File: config.mk
export PLATFORM = sky130hd
export DESIGN_NAME = seq_shift_add_mult
export DESIGN_NICKNAME = d
export VERILOG_FILES = /design/src/rtl/mult_pkg.sv /design/src/rtl/mult_magnitude.sv /design/src/rtl/seq_shift_add_mult.sv
export SDC_FILE = /design/constraint.sdc
export NUM_CORES = 1
export LEC_CHECK = 0
export BUFFER_PORTS_ARGS = -buffer_cell sky130_fd_sc_hd__buf_2
export CAP_MARGIN = 20
export CORE_AREA = 10 10 174 176
export CTS_CLUSTER_SIZE = 24
export DETAILED_ROUTE_END_ITERATION = 6
export DIE_AREA = 0 0 184 186
export GPL_ROUTABILITY_DRIVEN = 0
export PLACE_DENSITY_LB_ADDON = 0.08
export SYNTH_ARGS = -nofsm -noshare
export SYNTH_HDL_FRONTEND = slang
export SYNTH_SLANG_ARGS = --single-unit
File: constraint.sdc
create_clock -name clk -period 7.15 [get_ports clk]
set_input_delay 0.3575 -clock clk [delete_from_list [all_inputs] [get_ports clk]]
set_output_delay 0.3575 -clock clk [all_outputs]
set_load 0.05 [all_outputs]
File: src/rtl/mult_pkg.sv
// Shared types and helpers for the iterative shift-and-accumulate multiplier.
package mult_pkg;

    // Widest value the negate helper handles; products up to 2*64 bits.
    localparam int MAX_W = 128;

    typedef enum logic [1:0] {
        IDLE = 2'd0,
        RUN  = 2'd1,
        DONE = 2'd2
    } state_t;

    // Number of RUN cycles for one product.
    function automatic int calc_n(input int width, input int bpc);
        return width / bpc;
    endfunction

    // Counter width able to hold 0..N.
    function automatic int calc_cnt_w(input int width, input int bpc);
        return $clog2(width / bpc + 1);
    endfunction

    // Two's-complement negate; callers zero-extend into MAX_W and truncate back.
    function automatic logic [MAX_W-1:0] twos_neg(input logic [MAX_W-1:0] v);
        return ~v + 1'b1;
    endfunction

endpackage

File: src/rtl/mult_magnitude.sv
// Operand conditioning: turns a WIDTH-bit operand into an unsigned magnitude
// plus a sign flag. -2^(WIDTH-1) maps to 2^(WIDTH-1), which still fits WIDTH bits.
module mult_magnitude
    import mult_pkg::*;
#(
    parameter int WIDTH = 32
) (
    input  logic [WIDTH-1:0] value_i,
    input  logic             signed_i,
    output logic [WIDTH-1:0] mag_o,
    output logic             neg_o
);

    // Negate only signed operands with the MSB set.
    always_comb begin
        neg_o = signed_i & value_i[WIDTH-1];
        mag_o = value_i;
        if (neg_o) begin
            mag_o = WIDTH'(twos_neg(MAX_W'(value_i)));
        end
    end

endmodule

File: src/rtl/seq_shift_add_mult.sv
// Iterative shift-and-accumulate multiplier. Retires BITS_PER_CYCLE multiplier
// bits per RUN cycle; result appears N+1 cycles after the accepting cycle.
// Handshakes: a transfer happens on a rising edge where valid && ready; valid
// holds its bundle until that edge; ready never depends on the same-side valid.
// WIDTH must be >= 4 and <= 64, and BITS_PER_CYCLE must divide WIDTH.
module seq_shift_add_mult
    import mult_pkg::*;
#(
    parameter int WIDTH          = 32,
    parameter int BITS_PER_CYCLE = 1
) (
    input  logic               clk,
    input  logic               rst,
    input  logic               in_valid,
    output logic               in_ready,
    input  logic               in_signed,
    input  logic [WIDTH-1:0]   a,
    input  logic [WIDTH-1:0]   b,
    output logic               out_valid,
    input  logic               out_ready,
    output logic [2*WIDTH-1:0] result,
    output logic               sign,
    output state_t             dbg_state
);

    localparam int N  = calc_n(WIDTH, BITS_PER_CYCLE);
    localparam int CW = calc_cnt_w(WIDTH, BITS_PER_CYCLE);
    localparam int AW = 2 * WIDTH;
    // Running top half plus one step of partial products never exceeds this.
    localparam int PW = WIDTH + BITS_PER_CYCLE;

    state_t            state_q, state_d;
    logic [CW-1:0]     cnt_q, cnt_d;
    logic [AW-1:0]     acc_q, acc_d;
    logic [WIDTH-1:0]  mul_q, mul_d;
    logic [WIDTH-1:0]  mag_a_q, mag_a_d;
    logic              neg_q, neg_d;
    logic [AW-1:0]     result_q, result_d;
    logic              sign_q, sign_d;

    logic [WIDTH-1:0]  mag_a, mag_b;
    logic              neg_a, neg_b;
    logic [PW-1:0]     partial, sum;
    logic [AW+BITS_PER_CYCLE-1:0] wide;
    logic [AW-1:0]     acc_step;

    mult_magnitude #(.WIDTH(WIDTH)) u_mag_a (
        .value_i  (a),
        .signed_i (in_signed),
        .mag_o    (mag_a),
        .neg_o    (neg_a)
    );

    mult_magnitude #(.WIDTH(WIDTH)) u_mag_b (
        .value_i  (b),
        .signed_i (in_signed),
        .mag_o    (mag_b),
        .neg_o    (neg_b)
    );

    // One datapath step: add selected shifted multiplicands into the top half, then shift right.
    always_comb begin
        partial = '0;
        for (int j = 0; j < BITS_PER_CYCLE; j++) begin
            if (mul_q[j]) begin
                partial = partial + (PW'(mag_a_q) << j);
            end
        end
        sum      = PW'(acc_q[AW-1:WIDTH]) + partial;
        wide     = {sum, acc_q[WIDTH-1:0]};
        acc_step = AW'(wide >> BITS_PER_CYCLE);
    end

    // Next-state and register updates for IDLE -> RUN -> DONE.
    always_comb begin
        state_d  = state_q;
        cnt_d    = cnt_q;
        acc_d    = acc_q;
        mul_d    = mul_q;
        mag_a_d  = mag_a_q;
        neg_d    = neg_q;
        result_d = result_q;
        sign_d   = sign_q;
        case (state_q)
            IDLE: begin
                if (in_valid) begin
                    mag_a_d = mag_a;
                    mul_d   = mag_b;
                    neg_d   = neg_a ^ neg_b;
                    acc_d   = '0;
                    cnt_d   = '0;
                    state_d = RUN;
                end
            end
            RUN: begin
                acc_d = acc_step;
                mul_d = mul_q >> BITS_PER_CYCLE;
                cnt_d = cnt_q + CW'(1);
                if (cnt_q == CW'(N - 1)) begin
                    result_d = neg_q ? AW'(twos_neg(MAX_W'(acc_step))) : acc_step;
                    sign_d   = neg_q & (acc_step != '0);
                    state_d  = DONE;
                end
            end
            DONE: begin
                if (out_ready) begin
                    state_d = IDLE;
                end
            end
            default: state_d = IDLE;
        endcase
    end

    // State register with synchronous reset discarding any in-flight operation.
    always_ff @(posedge clk) begin
        if (rst) begin
            state_q  <= IDLE;
            cnt_q    <= '0;
            acc_q    <= '0;
            mul_q    <= '0;
            mag_a_q  <= '0;
            neg_q    <= 1'b0;
            result_q <= '0;
            sign_q   <= 1'b0;
        end else begin
            state_q  <= state_d;
            cnt_q    <= cnt_d;
            acc_q    <= acc_d;
            mul_q    <= mul_d;
            mag_a_q  <= mag_a_d;
            neg_q    <= neg_d;
            result_q <= result_d;
            sign_q   <= sign_d;
        end
    end

    assign in_ready  = (state_q == IDLE);
    assign out_valid = (state_q == DONE);
    assign result    = result_q;
    assign sign      = sign_q;
    assign dbg_state = state_q;

endmodule
==> metrics.yaml, run 1 <==
global_route:
  antenna_found_initial: 0
  overflow: 0
  grt_max_degree: 124
  grt_usage: 0.185
  grt_pass1_wl_mm: 53.3
  grt_pass1_vias: 10300
die:
  die_h_um: 186
  core-area_um2: 26700
  num_rows: 60
  initial_core_util: 0.446
  ios: 138
  die_area_um2: 34200
  die_w_um: 184
clock_network:
  clockRootBuffer: "clkbuf_16"
  cts_setup_buffers: 0
  clkTransAtPathRegs_ns: 0.06
  insertion_delay_ns: 0.52
  cts.sink_count: 201
  holdBufCountCts: 0
  htreeDepth: 1
  clock_path_buffers: 3
  cts_made_buffers: 23
  ctsResizeCount: 0
  cts_tree: "built"
setup_path:
  timing_worst_setup_path_type: "reg2reg"
  worstPathArrival_ns: 5.60
  reg2reg_to: "result[62]"
  cp.required_ns: 7.61
  crit_fanout: 33
  cp_slowest_cell: "a211oi_1"
  path_common_cell: "or4_1"
  cp-start-kind: "flip-flop"
  crit_path_max_incr_delay_ns: 0.89
  end_kind: "flip-flop"
  r2r_start: "mul_q[0]"
  crit_path_cell_trace: "and2_1, ha_1, a21o_1, nand4_1, a211oi_1, nor2_1, xnor2_1, or4_1, or4_1, or4_1, a31oi_1, o221a_1"
  r2r.worst_path.cells: 12
  r2r_setup_slack_ns: 2.01
synthesis:
  synth_top_area_cell: "dfxtp_1"
  ys_seq_area_frac: 0.337
  synth_edf_count: 0
  netlist_instances: 1546
  syn_avg_cell_area_um2: 7.72
  yosys_warnings: 0
  synth_ff_type: "dfxtp_1"
  ys_ff_latch: 201
  synthArstFlopShare: 0
  syn_area_um2: 11900
  yosysUniqueCellTypes: 68
  synth.area.top_cells: "dfxtp_1 34%, a21oi_1 6.8%, xor2_1 5.8%, nor2_1 5.0%, a211oi_1 5.0%"
  synth_top_area_share: 0.337
  synth_fp_nets: 1652
sta:
  slew_headroom: 0.346
  setup_tns_ns: 0
  fin_crit_sh: 0.719
  setup_viol: 0
  rsz0062_at_grt: "no"
  final-max-slew-violation-count: 0
  fin_skew_ns: 0.0115
  tightest_slew_ns: 0.975
  fmax_ghz: 0.195
  setup_ws_ns: 2.01
  hold_viol: 0
  period_minus_slack_ns: 5.14
  hold_ws_ns: 0.105
finish:
  stdcell_area_um2: 13500
  syn_to_final_growth_pct: 12.8
  final_common_cell: "dfxtp_1"
  final_net_count: 1715
  layout_common_cells: "200 x dfxtp_1, 161 x a21oi_1, 158 x nor2_1"
  final_layout_size_suffix_gt1_frac: 0.127
  finish.utilization: 0.503
  diodes: 0
  layout.cells.non_filler: 1965
drt:
  dr_total_vias: 11200
  via_per_inst: 5.70
  route.detailed.drc: 0
  drtIter0Drc: 804
  ant_nets: 0
  wl_per_cell_um: 16.9
  drtPass1Iterations: 5
  drt_wl_total_mm: 33.1
power_and_ir_drop:
  p_per_area_nw_per_um2: 195
  leakage_nw: 5.23
  power_frac_comb: 0.122
  switching_share: 0.266
  pwr-share-seq: 0.450
  power_mw: 2.62
  irDropWorstVdd_v: 0.000142
  cell_internal_pwr_mw: 1.92
  p_clk_frac: 0.428
  p_switching_mw: 0.697
min_path:
  worstHoldStart: "out_ready"
  whs_path_depth: 3
  worstHoldPathType: "in2reg"
  hold_end: "dbg_state[1]"
place:
  numPortBuffers: 137
  post-dp-hpwl_mm: 23.6
  dp_cells: 1925
  placed_cell_area_um2: 12700
  place_ws_ns: 2.12
run_status:
  outcome: "finished, final reports clean"
job:
  maxCapViolations: 0
-- per-layer routing --
layer / vias to the layer above / track usage / share of wire
met2: 296 / 0.275 / 0.41
met4: 0 / 0.0370 / 0.015
met3: 41 / 0.0289 / 0.059
met1: 5117 / 0.274 / 0.52
met5: - / 0 / 0
li1: 5750 / - / -
-- cell families (layout without fill, tap and decap cells) --
group,Yosys count,count (layout),synth area share
AOI/OAI and AO/OA,480,480,0.257
DFF,201,201,0.337
muxes,3,3,0.00262
xor gates and xnor gates,126,126,0.0925
adders and majority gates,37,37,0.0394
and+or+nand+nor,569,569,0.230
buffers and inverters,130,208,0.0412
-- worst max-delay path: cells and delay by family, from the launching register on --
kind,cells,cell delay [ns]
xor+xnor,1,0.26
compound gates,4,1.38
simple gates,6,2.40
fa+ha+maj,1,0.16
flops,1,0.87
-- how the worst max path moves through the flow --
stage / slack, ns / from / cells after the start / end
final: 2.01 / mul_q[0] / 12 / result[62]
after global routing: 1.65 / mul_q[0] / 13 / result[62]
after CTS: 2.11 / mul_q[0] / 12 / result[62]
after detailed placement: 2.12 / mul_q[0] / 12 / result[62]
after global placement: 2.20 / mul_q[0] / 12 / result[62]
after floorplan: 2.91 / mul_q[0] / 16 / result[62]
-- registers in the layout (all words and copies together) (netlist names) --
register / count
acc_q: 63
cnt_q: 6
dbg_state: 2
mag_a_q: 32
mul_q: 32
neg_q: 1
result: 64
sign: 1
-- synthesized netlist by cell type, types with 3 or more instances --
library cell  number
o21ai_0           77
dfxtp_1          201
nand3_1           68
nand4_1           10
nor4_1            18
o2111a_1           3
and3_1             8
buf_1              9
a211oi_1          79
nor2b_1           10
a21oi_1          161
nand2b_1           9
and2_1            46
clkbuf_1          99
ha_1              36
xor2_1            79
nor3_1            21
xnor2_1           47
inv_1             19
and2_0             3
a22oi_1           46
o31a_1             3
or2_2              7
or3_1             25
o21bai_1           4
o22ai_1            3
nand3b_1           5
a21o_1            10
buf_2              3
o2111ai_1          4
o21a_1             5
or4_1             12
o211ai_1           4
o41ai_1           14
o31ai_1           24
a311oi_1           9
nor2_1           159
a31oi_1           12
nand2_1          156
-- cell type report --
cell class              count  area (um^2)
fillers                  2693        13300
multi-input cells        1215         7440
flip-flops and latches    201         4030
repair buffers            149          782
clock buffers              34          647
well taps                 341          427
inverters                  19         71.3
clock inverters             6         58.8
-- power by group through the flow --
| stage | clock network, mW | registers, mW | logic [mW] |
|---|---|---|---|
| finish | 1.12 | 1.18 | 0.319 |
| global route | 1.19 | 1.18 | 0.357 |
| CTS | 1.15 | 1.18 | 0.319 |
| detailed placement | 0 | 1.20 | 0.319 |
| global placement | 0 | 1.20 | 0.315 |
| floorplan | 0 | 1.19 | 0.227 |
(Power assumes the default switching activity.)
==> inputs of run 2 (changes only) <==
clock period = 5.28 ns   (was 7.15 ns; I/O delays follow)
==> run 2 against run 1 <==
Clock power is 30% higher. Die area stayed put. Hold slack worse by 0.088 ns. Worst setup slack worse by 1.6 ns. Total power is 33% higher. Clock skew hardly changed. Register-to-register slack worse by 1.6 ns. Critical path type unchanged. Largest cell class unchanged.
==> metrics.yaml, run 2 (same netlist as run 1, synthesis figures left out) <==
sta:
  final-max-slew-violation-count: 0
  setup_viol: 0
  period_minus_slack_ns: 4.89
  slew_headroom: 0.281
  setup_ws_ns: 0.393
  fin_skew_ns: 0.0112
  hold_viol: 0
  setup_tns_ns: 0
  fin_crit_sh: 0.926
  fmax_ghz: 0.205
  tightest_slew_ns: 1.07
  rsz0062_at_grt: "no"
clock_network:
  cts_tree: "built"
  insertion_delay_ns: 0.52
  clockRootBuffer: "clkbuf_16"
  cts_setup_buffers: 0
  cts.sink_count: 201
  clock_path_buffers: 3
  clkTransAtPathRegs_ns: 0.06
  cts_made_buffers: 23
  htreeDepth: 1
  ctsResizeCount: 0
  holdBufCountCts: 0
place:
  post-dp-hpwl_mm: 24.2
  numPortBuffers: 137
  place_ws_ns: 0.496
finish:
  syn_to_final_growth_pct: 12.9
  final_layout_size_suffix_gt1_frac: 0.131
  diodes: 0
  layout_common_cells: "200 x dfxtp_1, 161 x a21oi_1, 158 x nor2_1"
  largest_register_ffs: 64
  final_net_count: 1722
  final_common_cell: "dfxtp_1"
global_route:
  antenna_found_initial: 0
  grt_pass1_vias: 10500
  grt_pass1_wl_mm: 54.3
  overflow: 0
  grt_max_degree: 93
  grt_usage: 0.189
setup_path:
  worstPathArrival_ns: 5.35
  end_kind: "flip-flop"
  path_common_cell: "or4_1"
  cp-startpoint: "mul_q[0]"
  cp-start-kind: "flip-flop"
  r2r.worst_path.cells: 12
  crit_cells: 12
  crit_path_max_incr_delay_ns: 0.92
  cp.required_ns: 5.74
  crit_fanout: 19
  crit_buf_inv: 0
  cp_top_family: "simple AND/OR/NAND/NOR gates"
  r2r_start: "mul_q[0]"
  crit_path_cell_trace: "and2_1, ha_1, a21o_1, nand4_1, a211oi_1, nor2_1, xnor2_1, or4_1, or4_1, or4_1, a31oi_1, o221a_1"
  r2r_setup_slack_ns: 0.39
  timing_worst_setup_path_type: "reg2reg"
  cp_slowest_cell: "a211oi_1"
die:
  core-area_um2: 26700
  die_h_um: 186
  ios: 138
  num_rows: 60
  die_w_um: 184
  die_area_um2: 34200
  initial_core_util: 0.446
drt:
  dr_total_vias: 11300
  wl_per_cell_um: 17.0
  ant_nets: 0
  via_per_inst: 5.73
  drtPass1Iterations: 5
  route.detailed.drc: 0
  drtIter0Drc: 776
  drt_wl_total_mm: 33.6
power_and_ir_drop:
  leakage_nw: 5.24
  p_per_area_nw_per_um2: 259
  irDropWorstVdd_v: 0.000187
min_path:
  whs_path_depth: 3
  worstHoldStart: "out_ready"
  worstHoldPathType: "in2reg"
job:
  maxCapViolations: 0
run_status:
  outcome: "finished, final reports clean"
[run 2: cell types whose count changed in the layout (fill, tap and decap cells not counted), sizes merged]
cell and change:
buf +7, clkbuf -3, bufinv -1, clkinv +1, clkinvlp +1
[run 2: path summary, 6_finish.rpt]
kind	end
worst min-delay path	dbg_state[1]
worst max register to register	result[62]
worst min register to register	result[33]
worst max-delay path	result[62]
[run 2: cell type report]
class	instances	area [um^2]
multi-input cells	1215	7440
clock inverters	7	41.3
fillers	2679	13300
inverters	19	71.3
repair buffers	156	835
flip-flops and latches	201	4030
well taps	341	427
clock buffers	31	626
[run 2: routing by layer]
metal | vias up | part of all wire | global-route usage
li1 | 5756 | - | -
met1 | 5189 | 0.51 | 0.276
met2 | 297 | 0.41 | 0.282
met3 | 39 | 0.064 | 0.0316
met4 | 0 | 0.013 | 0.0390
met5 | - | 0 | 0
[run 2: where the power goes]
group	switching [mW]	internal, mW
logic	0.287	0.147
clock network	0.634	0.825
registers	0.0318	1.56
[run 2: through the flow]
step / instances / hold slack, ns / instance area (um^2) / util / total power [mW]
finish: 1970 / 0.0170 / 13500 / 0.504 / 3.49
floorplan: 1546 / 0.400 / 11900 / - / 1.92
detailed placement: 1932 / 0.444 / 12800 / 0.479 / 2.06
global placement: 1932 / 0.441 / 12800 / 0.479 / 2.06
global route: 1970 / 0.0347 / 13500 / 0.504 / 3.64
CTS: 1970 / 0.00325 / 13500 / 0.504 / 3.53
[run 2: tightest hold or removal path: stages]
cell and delay, ns:
buf_2 0.07, nand2b_1 0.09, a21oi_1 0.06
